### src/rtl/pipeline_reg_stage.sv
// pipeline_reg_stage: valid/ready register slice with a one-entry skid buffer.
// Forward and backward paths are both registered.
module pipeline_reg_stage #(
    parameter int DATA_W = 8
) (
    input  logic              clk,
    input  logic              rst_n,
    input  logic [DATA_W-1:0] in_data,
    input  logic              in_valid,
    output logic              in_ready,
    output logic [DATA_W-1:0] out_data,
    output logic              out_valid,
    input  logic              out_ready
);
    logic [DATA_W-1:0] r_out_data, r_skid_data;
    logic              r_out_valid, r_skid_valid, r_in_ready;
    logic              w_out_free, w_accept;
    assign w_out_free = !r_out_valid || out_ready;
    assign w_accept   = in_valid && r_in_ready;
    assign in_ready   = r_in_ready;
    assign out_data   = r_out_data;
    assign out_valid  = r_out_valid;
    always_ff @(posedge clk or negedge rst_n) begin
        if (!rst_n) begin
            r_out_data   <= '0;
            r_out_valid  <= 1'b0;
            r_skid_data  <= '0;
            r_skid_valid <= 1'b0;
            r_in_ready   <= 1'b1;
        end else if (w_out_free) begin
            if (r_skid_valid) begin
                r_out_data   <= r_skid_data;
                r_out_valid  <= 1'b1;
                r_skid_valid <= 1'b0;
                r_in_ready   <= 1'b1;
            end else begin
                r_out_valid <= w_accept;
                if (w_accept) r_out_data <= in_data;
            end
        end else if (w_accept) begin
            // output stalled: park the new word so upstream sees no combinational ready
            r_skid_data  <= in_data;
            r_skid_valid <= 1'b1;
            r_in_ready   <= 1'b0;
        end
    end
endmodule

### config.mk
export PLATFORM = sky130hd
export DESIGN_NAME = pipeline_reg_stage
export DESIGN_NICKNAME = d
export VERILOG_FILES = /design/src/rtl/pipeline_reg_stage.sv
export SDC_FILE = /design/constraint.sdc
export NUM_CORES = 1
export LEC_CHECK = 0
export ABC_AREA = 0
export CAP_MARGIN = 40
export CORE_ASPECT_RATIO = 1.2
export CORE_MARGIN = 2
export CORE_UTILIZATION = 42
export DETAILED_ROUTE_END_ITERATION = 6
export GPL_ROUTABILITY_DRIVEN = 0
export MAX_ROUTING_LAYER = met4
export PLACE_DENSITY = 0.73
export SETUP_SLACK_MARGIN = 0.4
export SLEW_MARGIN = 20
export SYNTH_ARGS = -nofsm -noshare
export SYNTH_HDL_FRONTEND = slang
export SYNTH_SLANG_ARGS = --single-unit
### constraint.sdc
create_clock -name clk -period 1.3 [get_ports clk]
set_clock_uncertainty 0.05 [all_clocks]
set_input_delay 0.325 -clock clk [delete_from_list [all_inputs] [get_ports clk]]
set_output_delay 0.325 -clock clk [all_outputs]
set_load 0.005 [all_outputs]
# Yosys cells after proc, flatten, opt, wreduce, memory -nomap -nowiden
# Index checks and enable logic that the tools add are counted.
[totals]
register_bits = 19
inputBits = 12
output_inout_bits = 10
word_cells = 23
[op_classes]
n_eq_ne = 1
muxes = 8
bitwise = 1
reduce_logical = 8
[op_table]
columns = ["op", "n"]
rows = [
  ["8-bit two-way mux", 2],
  ["1-bit two-way mux", 6],
  ["2-bit AND reduction", 3],
  ["2-bit nonzero test", 2],
  ["2-bit != test (second input constant)", 1],
  ["1-bit logical AND", 1],
  ["1-bit zero test", 1],
  ["1-bit logical OR", 1],
  ["1-bit NOT", 1],
]

# Logic depth before layout (Yosys ltp)
# Gate-level depths: netlist of run 1.
[depth]
word_depth = 4
mapped_depth = 4
ltp_nobuf = 3

# Least setup slack after synthesis of run 1
# OpenSTA, ideal clock, no wires.
[synth_path]
path_type = "reg2reg"
from = "reg r_in_ready, in the netlist in_ready"
to = "reg r_out_data[0], in the netlist out_data[0]"
setup_time_ns = 0.125
t_arrival_ns = 1.176
t_required_ns = 1.125
setup_slack_ns = -0.051
path_stages_with_launch = 4
n_path_buf = 0
period_less_slack_ns = 1.351
cell_sequence = "dfstp_2 > a21oi_4 > nor2_8 > mux2_4"
[synth_between]
elab_chain_cells = 3
[synth_lines]
columns = ["element", "line", "rtl"]
rows = [
  ["start: declaration", "16", "logic r_out_valid, r_skid_valid, r_in_ready;"],
  ["start signal: assignment", "29", "r_in_ready <= 1'b1;"],
  ["start signal: assignment", "35", "r_in_ready <= 1'b1;"],
  ["start signal: assignment", "44", "r_in_ready <= 1'b0;"],
  ["1-bit logical AND", "19", "assign w_accept = in_valid && r_in_ready;"],
  ["2-bit nonzero test (no source line)", "-", ""],
  ["2-bit AND reduction (no source line)", "-", ""],
  ["end signal: assignment", "32", "r_out_data <= r_skid_data;"],
  ["end signal: assignment", "38", "if (w_accept) r_out_data <= in_data;"],
  ["end: declaration", "15", "logic [DATA_W-1:0] r_out_data, r_skid_data;"],
]
# Every way passes these cells.
# A chain may end at the register's enable or synchronous reset.

# Worst setup path after layout of run 1
[layout_path]
from = "reg r_in_ready, in the netlist in_ready"
to = "reg r_out_data[5], in the netlist out_data[5]"
# Same word-level chain as after synthesis.

==> results, run 1 <==
- After synthesis the netlist holds a flip-flop and latch count of 19.
- The pin count of the biggest net entering global routing is 12.
- In this run the number of H-tree levels came out at 1.
- For this design the top-level I/O count stands at 22.
- The power density relative to cell area is 776 mW/mm^2.
- After synthesis, the largest area contributor takes up 51.1% of total cell area.
- The initial core utilization is 43.5%.
- At the pin with the least slew margin, the transition time is 0.222 ns.
- The detail-routed net length per standard cell is approximately 14 um.
- The filler cells instantiated in the layout total 174.
- The clock period minus worst slack is 1.40 ns.
- During placement, the flow inserted port buffers numbering 21.
- The area growth from synthesis to layout is 39.2%.
- The total standard cell area after synthesis is 881 um^2.
- The mean area per synthesized cell is approximately 17 um^2.
- The area of the die is 0.00248 mm^2.
- Buffers inserted during clock tree synthesis total 3.
- The largest vdd supply drop is ~600 uV.
- The class of the tightest hold or removal check is input pin to asynchronous set/reset pin.
- The number of enable-type register cells in the synthesized netlist is 0.
- TritonCTS built the clock tree.
- The overall die height is 54.2 um.
- The highest attainable clock frequency is between 0.7 and 0.8 GHz.
- Using the TritonRoute via totals, the vias-per-cell ratio works out to 4.98.
- Counting distinct cell types in the post-synthesis netlist gives 13.
- The final standard cell count with taps included and fillers excluded is 114.
- In the final design database the tool counted 107 nets.
- The post-synth net total is 65.
- The flip-flop cell with the highest count after synthesis is dfrtp_1.
- The type of destination of the critical path is a flop.
- The flow ran to the end, but the final reports show violations.
- The headroom to the max-slew limit is 85.2%.
- The number of cells in the design after placement is 102.
- The number of diodes added for antenna fixing is 0.
- The checks that failed: negative setup slack.
- The final setup slack of the worst path is -0.0951 ns.
- The maximum fanout along the worst path is 8.
- The count of standard-cell rows is 18.
- The number of pins with negative max-slew slack in the final report is 0.
- The endpoint arrival time on the critical path is 1.53 ns.
- In this run the clock root is driven by a clkbuf_4.
- From left edge to right edge, the die measures approximately 46 um.
- In the final layout, the share of cells above drive strength 1 is 66.0%.
- In the synthesized netlist, the cells that appear most often are dfrtp_1, mux2_2, mux2_4, a21oi_1.
- After synthesis, the cell types taking the most area are dfrtp_1, mux2_2, mux2_4.
- The required time at the worst-slack endpoint is ~1.4 ns.
- Summed over all nets, the half-perimeter wirelength after detailed placement is between 1 and 1.5 mm.
- The leakage component of the power is 0.623 nW.
- The first global-routing pass estimated 2.37 mm of wire.
- The total area inside the core boundary comes to 0.00203 mm^2.
- Across every metal layer, demand over resource in global routing totals 14.3%.
- Buffers inserted to repair hold after CTS numbered 0.
- Summing all multi-input logic gate instances after layout gives 404 um^2.
- In the finished design, the share of the clock period the worst path needs comes to 107%.
- The synthesized instance count is 53.
- The via count of the first global-routing pass was 540.
- The classification of the worst setup path is flop to flop.
- In this run, the number of DRC markers left after iteration 0 of detailed routing was 1.
- Prior to clock tree synthesis, the placed netlist has a worst setup slack of -0.404 ns.
- The startpoint class of the critical path is a flop.
- For this run, the detailed router's first-pass iteration total came to 2.
- The initial antenna violation count is 0.
- In the routed design, unresolved DRC markers number 0.
- By instance count, the leading cell after synthesis is dfrtp_1.
- Registers take about 480 um^2.
- The clock transition at the register clock pins on the worst setup and hold paths after CTS is 0.11 ns.
- The sum of overflow across all layers after global routing is 0.
- Summed over all layers, the routed wires come to between 1.5 and 2 mm.
- The CTS sink count is 19.
- Cells fill 60.5% of the core in the end.
- The count of nets left with antenna violations once routing finished came out at 0.
- The synthesized design spends more area on one cell type than any other, namely dfrtp_1.
- The routed layout has 568 vias.
- The number of endpoints failing setup at the final stage is 17.
- The number of hold violations in the final report is 0.
- For this run, the number of Yosys warnings is 0.
- For this run, the register share of the synthesized area comes to 54.1%.
- The insertion delay to the later sink of the worst-skew pair is about 0.28 ns.
- The maximum clock path buffer count is 2.
- Across the run, the number of max-cap violations was 0.
- Counting flops with an async set or reset pin after synthesis yields a share of 100%.
- The total power of the final layout is between 0.9 and 1 mW.
- Setup repair after global routing could not meet its margin everywhere.
==> power breakdown <==
part           leakage [nW]  switching, mW  internal [mW]
clock network        0.0177          0.175          0.114
logic                 0.344         0.0268         0.0441
registers             0.262              0          0.591
==> stage by stage <==
step,area [um^2],hold slack (ns),TNS (ns)
detailed placement,1170,0.438,-6.41
CTS,1180,0.315,-1.67
global placement,1170,0.431,-6.22
global route,1230,0.316,-2.20
floorplan,881,-0.0206,-0.213
finish,1230,0.306,-1.29
==> layer usage <==
| layer | global-route usage [%] | vias to the layer above | wire (um) |
|---|---|---|---|
| met1 | 19.4 | 284 | 730 |
| met2 | 20.9 | 13 | 744 |
| met5 | - | - | 0 |
| li1 | - | 269 | - |
| met3 | 2.01 | 2 | 46 |
| met4 | 7.14 | 0 | 21 |
==> sequential cells by signal (all words and copies together) (netlist names) <==
register,count
in_ready,1
out_data,8
out_valid,1
r_skid_data,8
r_skid_valid,1
==> final timing paths <==
path	from	slack, ns	to	cells past startpoint
min in group clk	in_valid	0.45	in_ready	3
max	in_ready	-0.1	out_data[5]	4
max in group asynchronous	rst_n	0.68	in_ready	2
min	rst_n	0.31	r_skid_data[1]	2
min reg2reg	r_skid_data[3]	0.46	r_skid_data[3]	1
max reg2reg	in_ready	-0.1	out_data[5]	4
==> what timing repair did <==
item | CTS | global route
setup buffers | 4 | 4
pin swaps | 1 | 1
endpoints found under the setup margin | 29 | 29
resized for setup | 41 | 5
==> cell families (layout without fill, tap and decap cells) <==
logic type	Yosys count	after routing	synth area share, %
muxes	24	24	34.1
buffers and inverters	1	42	1.28
and+or+nand+nor	6	6	7.53
AOI/OAI and AO/OA	3	3	2.98
DFF	19	19	54.1
==> cell type report <==
| type | count | area share [%] |
|---|---|---|
| flip-flops and latches | 19 | 38.9 |
| multi-input cells | 33 | 33.0 |
| clock buffers | 3 | 1.84 |
| clock inverters | 1 | 0.408 |
| well taps | 20 | 2.04 |
| repair buffers | 38 | 23.9 |
==> layout by cell type (no fill, tap or decap), drive strengths merged <==
cell type / synthesis / layout
clkbuf: 0 / 4
mux2: 24 / 24
dfstp: 1 / 1
clkinv: 0 / 1
dlygate4sd2: 0 / 2
nand3: 1 / 1
clkdlybuf4s50: 0 / 9
buf: 1 / 26
dfrtp: 18 / 18
or2b: 1 / 1
nor2: 2 / 2
nand2: 1 / 1
a21oi: 3 / 3
nor2b: 1 / 1
==> critical path: stages (launching register included) <==
cell and delay, ns:
dfstp_2 0.55, buf_6 0.10, a21oi_4 0.06, nor2_8 0.20, mux2_4 0.32
(Power assumes the default switching activity.)
==> run 2: changes to the inputs <==
--- a/config.mk
+++ b/config.mk
@@ -9,11 +9,11 @@
 export CAP_MARGIN = 40
 export CORE_ASPECT_RATIO = 1.2
 export CORE_MARGIN = 2
-export CORE_UTILIZATION = 42
+export CORE_UTILIZATION = 47
 export DETAILED_ROUTE_END_ITERATION = 6
 export GPL_ROUTABILITY_DRIVEN = 0
 export MAX_ROUTING_LAYER = met4
-export PLACE_DENSITY = 0.73
+export PLACE_DENSITY = 0.77
 export SETUP_SLACK_MARGIN = 0.4
 export SLEW_MARGIN = 20
 export SYNTH_ARGS = -nofsm -noshare
==> constraint.sdc (replaced) <==
create_clock -name clk -period 1.6 [get_ports clk]
set_clock_uncertainty 0.05 [all_clocks]
set_input_delay 0.4 -clock clk [delete_from_list [all_inputs] [get_ports clk]]
set_output_delay 0.4 -clock clk [all_outputs]
set_load 0.005 [all_outputs]
==> results, run 2 (synthesis results as in run 1) <==
- The flow ran to the end, and the final reports show no timing, DRC or antenna violations.
- The commonest non-fill, non-tap cell in the layout is dfrtp_1.
- The power density relative to cell area came to 658 mW/mm^2 (-15%).
- The number of hold violations in the final report is 0 (unchanged).
- The pin count of the biggest net entering global routing is 20 (+8).
- The largest vdd supply drop is 488 uV (-19%).
- The required time at the worst-slack endpoint came to 1.73 ns (+0.30 ns).
- The classification of the worst setup path is flop to flop.
- The number of pins with negative max-slew slack in the final report is 0 (unchanged).
- The met1 wire length is 660 um (-9.6%).
- The leakage component of the power is 0.592 nW (-5.0%).
- The transition time at the pin with the least slew margin was 0.239 ns (+0.0167 ns).
- The count of standard-cell rows was 17 (-1).
- The first-pass GRT wire length is 2.64 mm (+11%).
- The number of DRC violations after detailed-routing iteration 0 is 1 (unchanged).
- The number of cells in the design after placement came to 97 (-4.9%).
- The minimum setup slack after placement is -0.187 ns (+0.217 ns).
- The headroom to the max-slew limit was 84.1% (-1.1 points).
- The max-capacitance violation count is 0 (unchanged).
- The uppermost metal layer occupied by signal nets is met4.
- The library cells used most frequently in the layout, excluding fill and tap cells, are dfrtp_1, mux2_2, buf_2, buf_4.
- The average vias per placed instance is 5.17 (+3.7%).
- The number of endpoints failing setup at the final stage is 0 (-17).
- The area added between synthesis and finish is 32.5%.
- The clock period minus worst slack came to 1.41 ns (+0.0163 ns).
- The share of the clock period used by the worst path after layout is 88.2% (-19 points).
- The maximum fanout along the worst path was 8 (unchanged).
- The endpoint arrival time on the critical path is 1.55 ns (+0.02 ns).
- The TritonCTS clock tree is done.
- The worst setup path is launched from a flop.
- The core footprint is 0.00181 mm^2 (-11%).
- The overall die height is 51.4 um (-5.1%).
- The final cell area excluding filler cells was 0.00117 mm^2 (-4.8%).
- The highest attainable clock frequency is 0.709 GHz (-1.2%).
- The initial core utilization was 48.7% (+5.3 points).
- The initial antenna violation count was 0 (unchanged).
- The met2 routed wirelength is 802 um (+7.8%).
- The number of buffers added by the clock tree synthesis step is 3 (unchanged).
- The tightest min-delay check is of the input pin to asynchronous set/reset pin type.
- Setup repair after global routing could not meet its margin everywhere.
- The final standard cell count with taps included and fillers excluded is 107 (-6.1%).
- The number of iterations in the first detailed-routing pass is 2 (unchanged).
- The clock transition at the register clock pins on the worst setup and hold paths after CTS was 0.10 ns (about the same).
- The area of the die was 0.00224 mm^2 (-9.8%).
- The via count of the first global-routing pass is 629 (+16%).
- The count of boundary I/O pins is 22 (unchanged).
- The insertion delay to the later sink of the worst-skew pair is 0.29 ns (about the same).
- The routed via count was 553 (-2.6%).
- The final setup slack of the worst path was 0.189 ns (+0.284 ns).
- The total of buffers placed on input and output ports is 21 (unchanged).
- STA classifies the critical path endpoint as a flop.
- The overall routed net length was 1.55 mm (+0.58%).
- The worst hold margin is 0.384 ns (+0.0785 ns).
- The maximum clock path buffer count is 2 (unchanged).
- The overall fraction of global-route tracks in use is 16.5% (+2.2 points).
- The sum of overflow across all layers after global routing is 0 (unchanged).
- The net count of the finished layout is 101 (-5.6%).
- The detail-routed net length per standard cell is 14.5 um (+7.2%).
- The DRC violations left is 0 (unchanged).
- The number of diodes added for antenna fixing is 0 (unchanged).
- The post-placement cell area is 0.00114 mm^2 (-2.7%).
- The antenna violation net count after detailed routing is 0 (unchanged).
- The number of cells on the worst reg-to-reg path is 4 (unchanged).
- The met3 wire length is 71 um (+54%).
- The CTS sink count is 19 (unchanged).
- The share of post-route cells with drive strength above 1 is 60.2% (-5.7 points).
- The count of H-tree levels built during CTS was 1 (unchanged).
- The root buffer cell chosen for the clock tree is clkbuf_4.
- The die span in x came to 43.5 um (-5.0%).
run 2: cell type report:
type	instances	area, um^2
Fill cell	144	641
Sequential cell	19	477
Multi-Input combinational cell	33	397
Timing Repair Buffer	32	244
Clock buffer	4	26.3
Tap cell	19	23.8
run 2: power breakdown:
group	leakage, nW	total, mW	internal, mW	switching [mW]
combinational	0.315	0.0538	0.0330	0.0209
sequential	0.262	0.480	0.480	0
clock	0.0150	0.235	0.0969	0.138
run 2: critical path: stages, from the launching register on:
cell	delay, ns
dfstp_2	0.55
buf_6	0.12
a21oi_4	0.07
nor2_8	0.20
mux2_4	0.32
run 2: stage by stage:
step | total power, mW | TNS (ns) | utilization, %
floorplan | 0.499 | 0 | -
global placement | 0.545 | -2.26 | 63.1
detailed placement | 0.546 | -2.42 | 63.1
CTS | 0.781 | 0 | 63.3
global route | 0.797 | 0 | 64.6
finish | 0.768 | 0 | 64.6
run 2: final timing paths:
path / startpoint / to / slack, ns
max: in_ready / out_data[6] / 0.19
min: rst_n / r_skid_data[7] / 0.38
max reg2reg: in_ready / out_data[6] / 0.19
min reg2reg: r_skid_data[0] / r_skid_data[0] / 0.46
max in group asynchronous: rst_n / in_ready / 0.86
min in group clk: r_skid_data[0] / r_skid_data[0] / 0.46
run 2: timing repair:
action / 4_1_cts / 5_1_grt
pin swaps: 1 / 1
gates cloned: 0 / 0
gates resized for setup: 44 / 0
hold buffers: 0 / 0
endpoints found under the setup margin: 26 / 26
buffers inserted: 3 / 3
run 2: per-layer routing:
| layer | vias up | GRT usage, % |
|---|---|---|
| met5 | - | - |
| met4 | 0 | 5.05 |
| met3 | 2 | 3.18 |
| met2 | 16 | 30.6 |
| met1 | 274 | 17.4 |
| li1 | 261 | - |
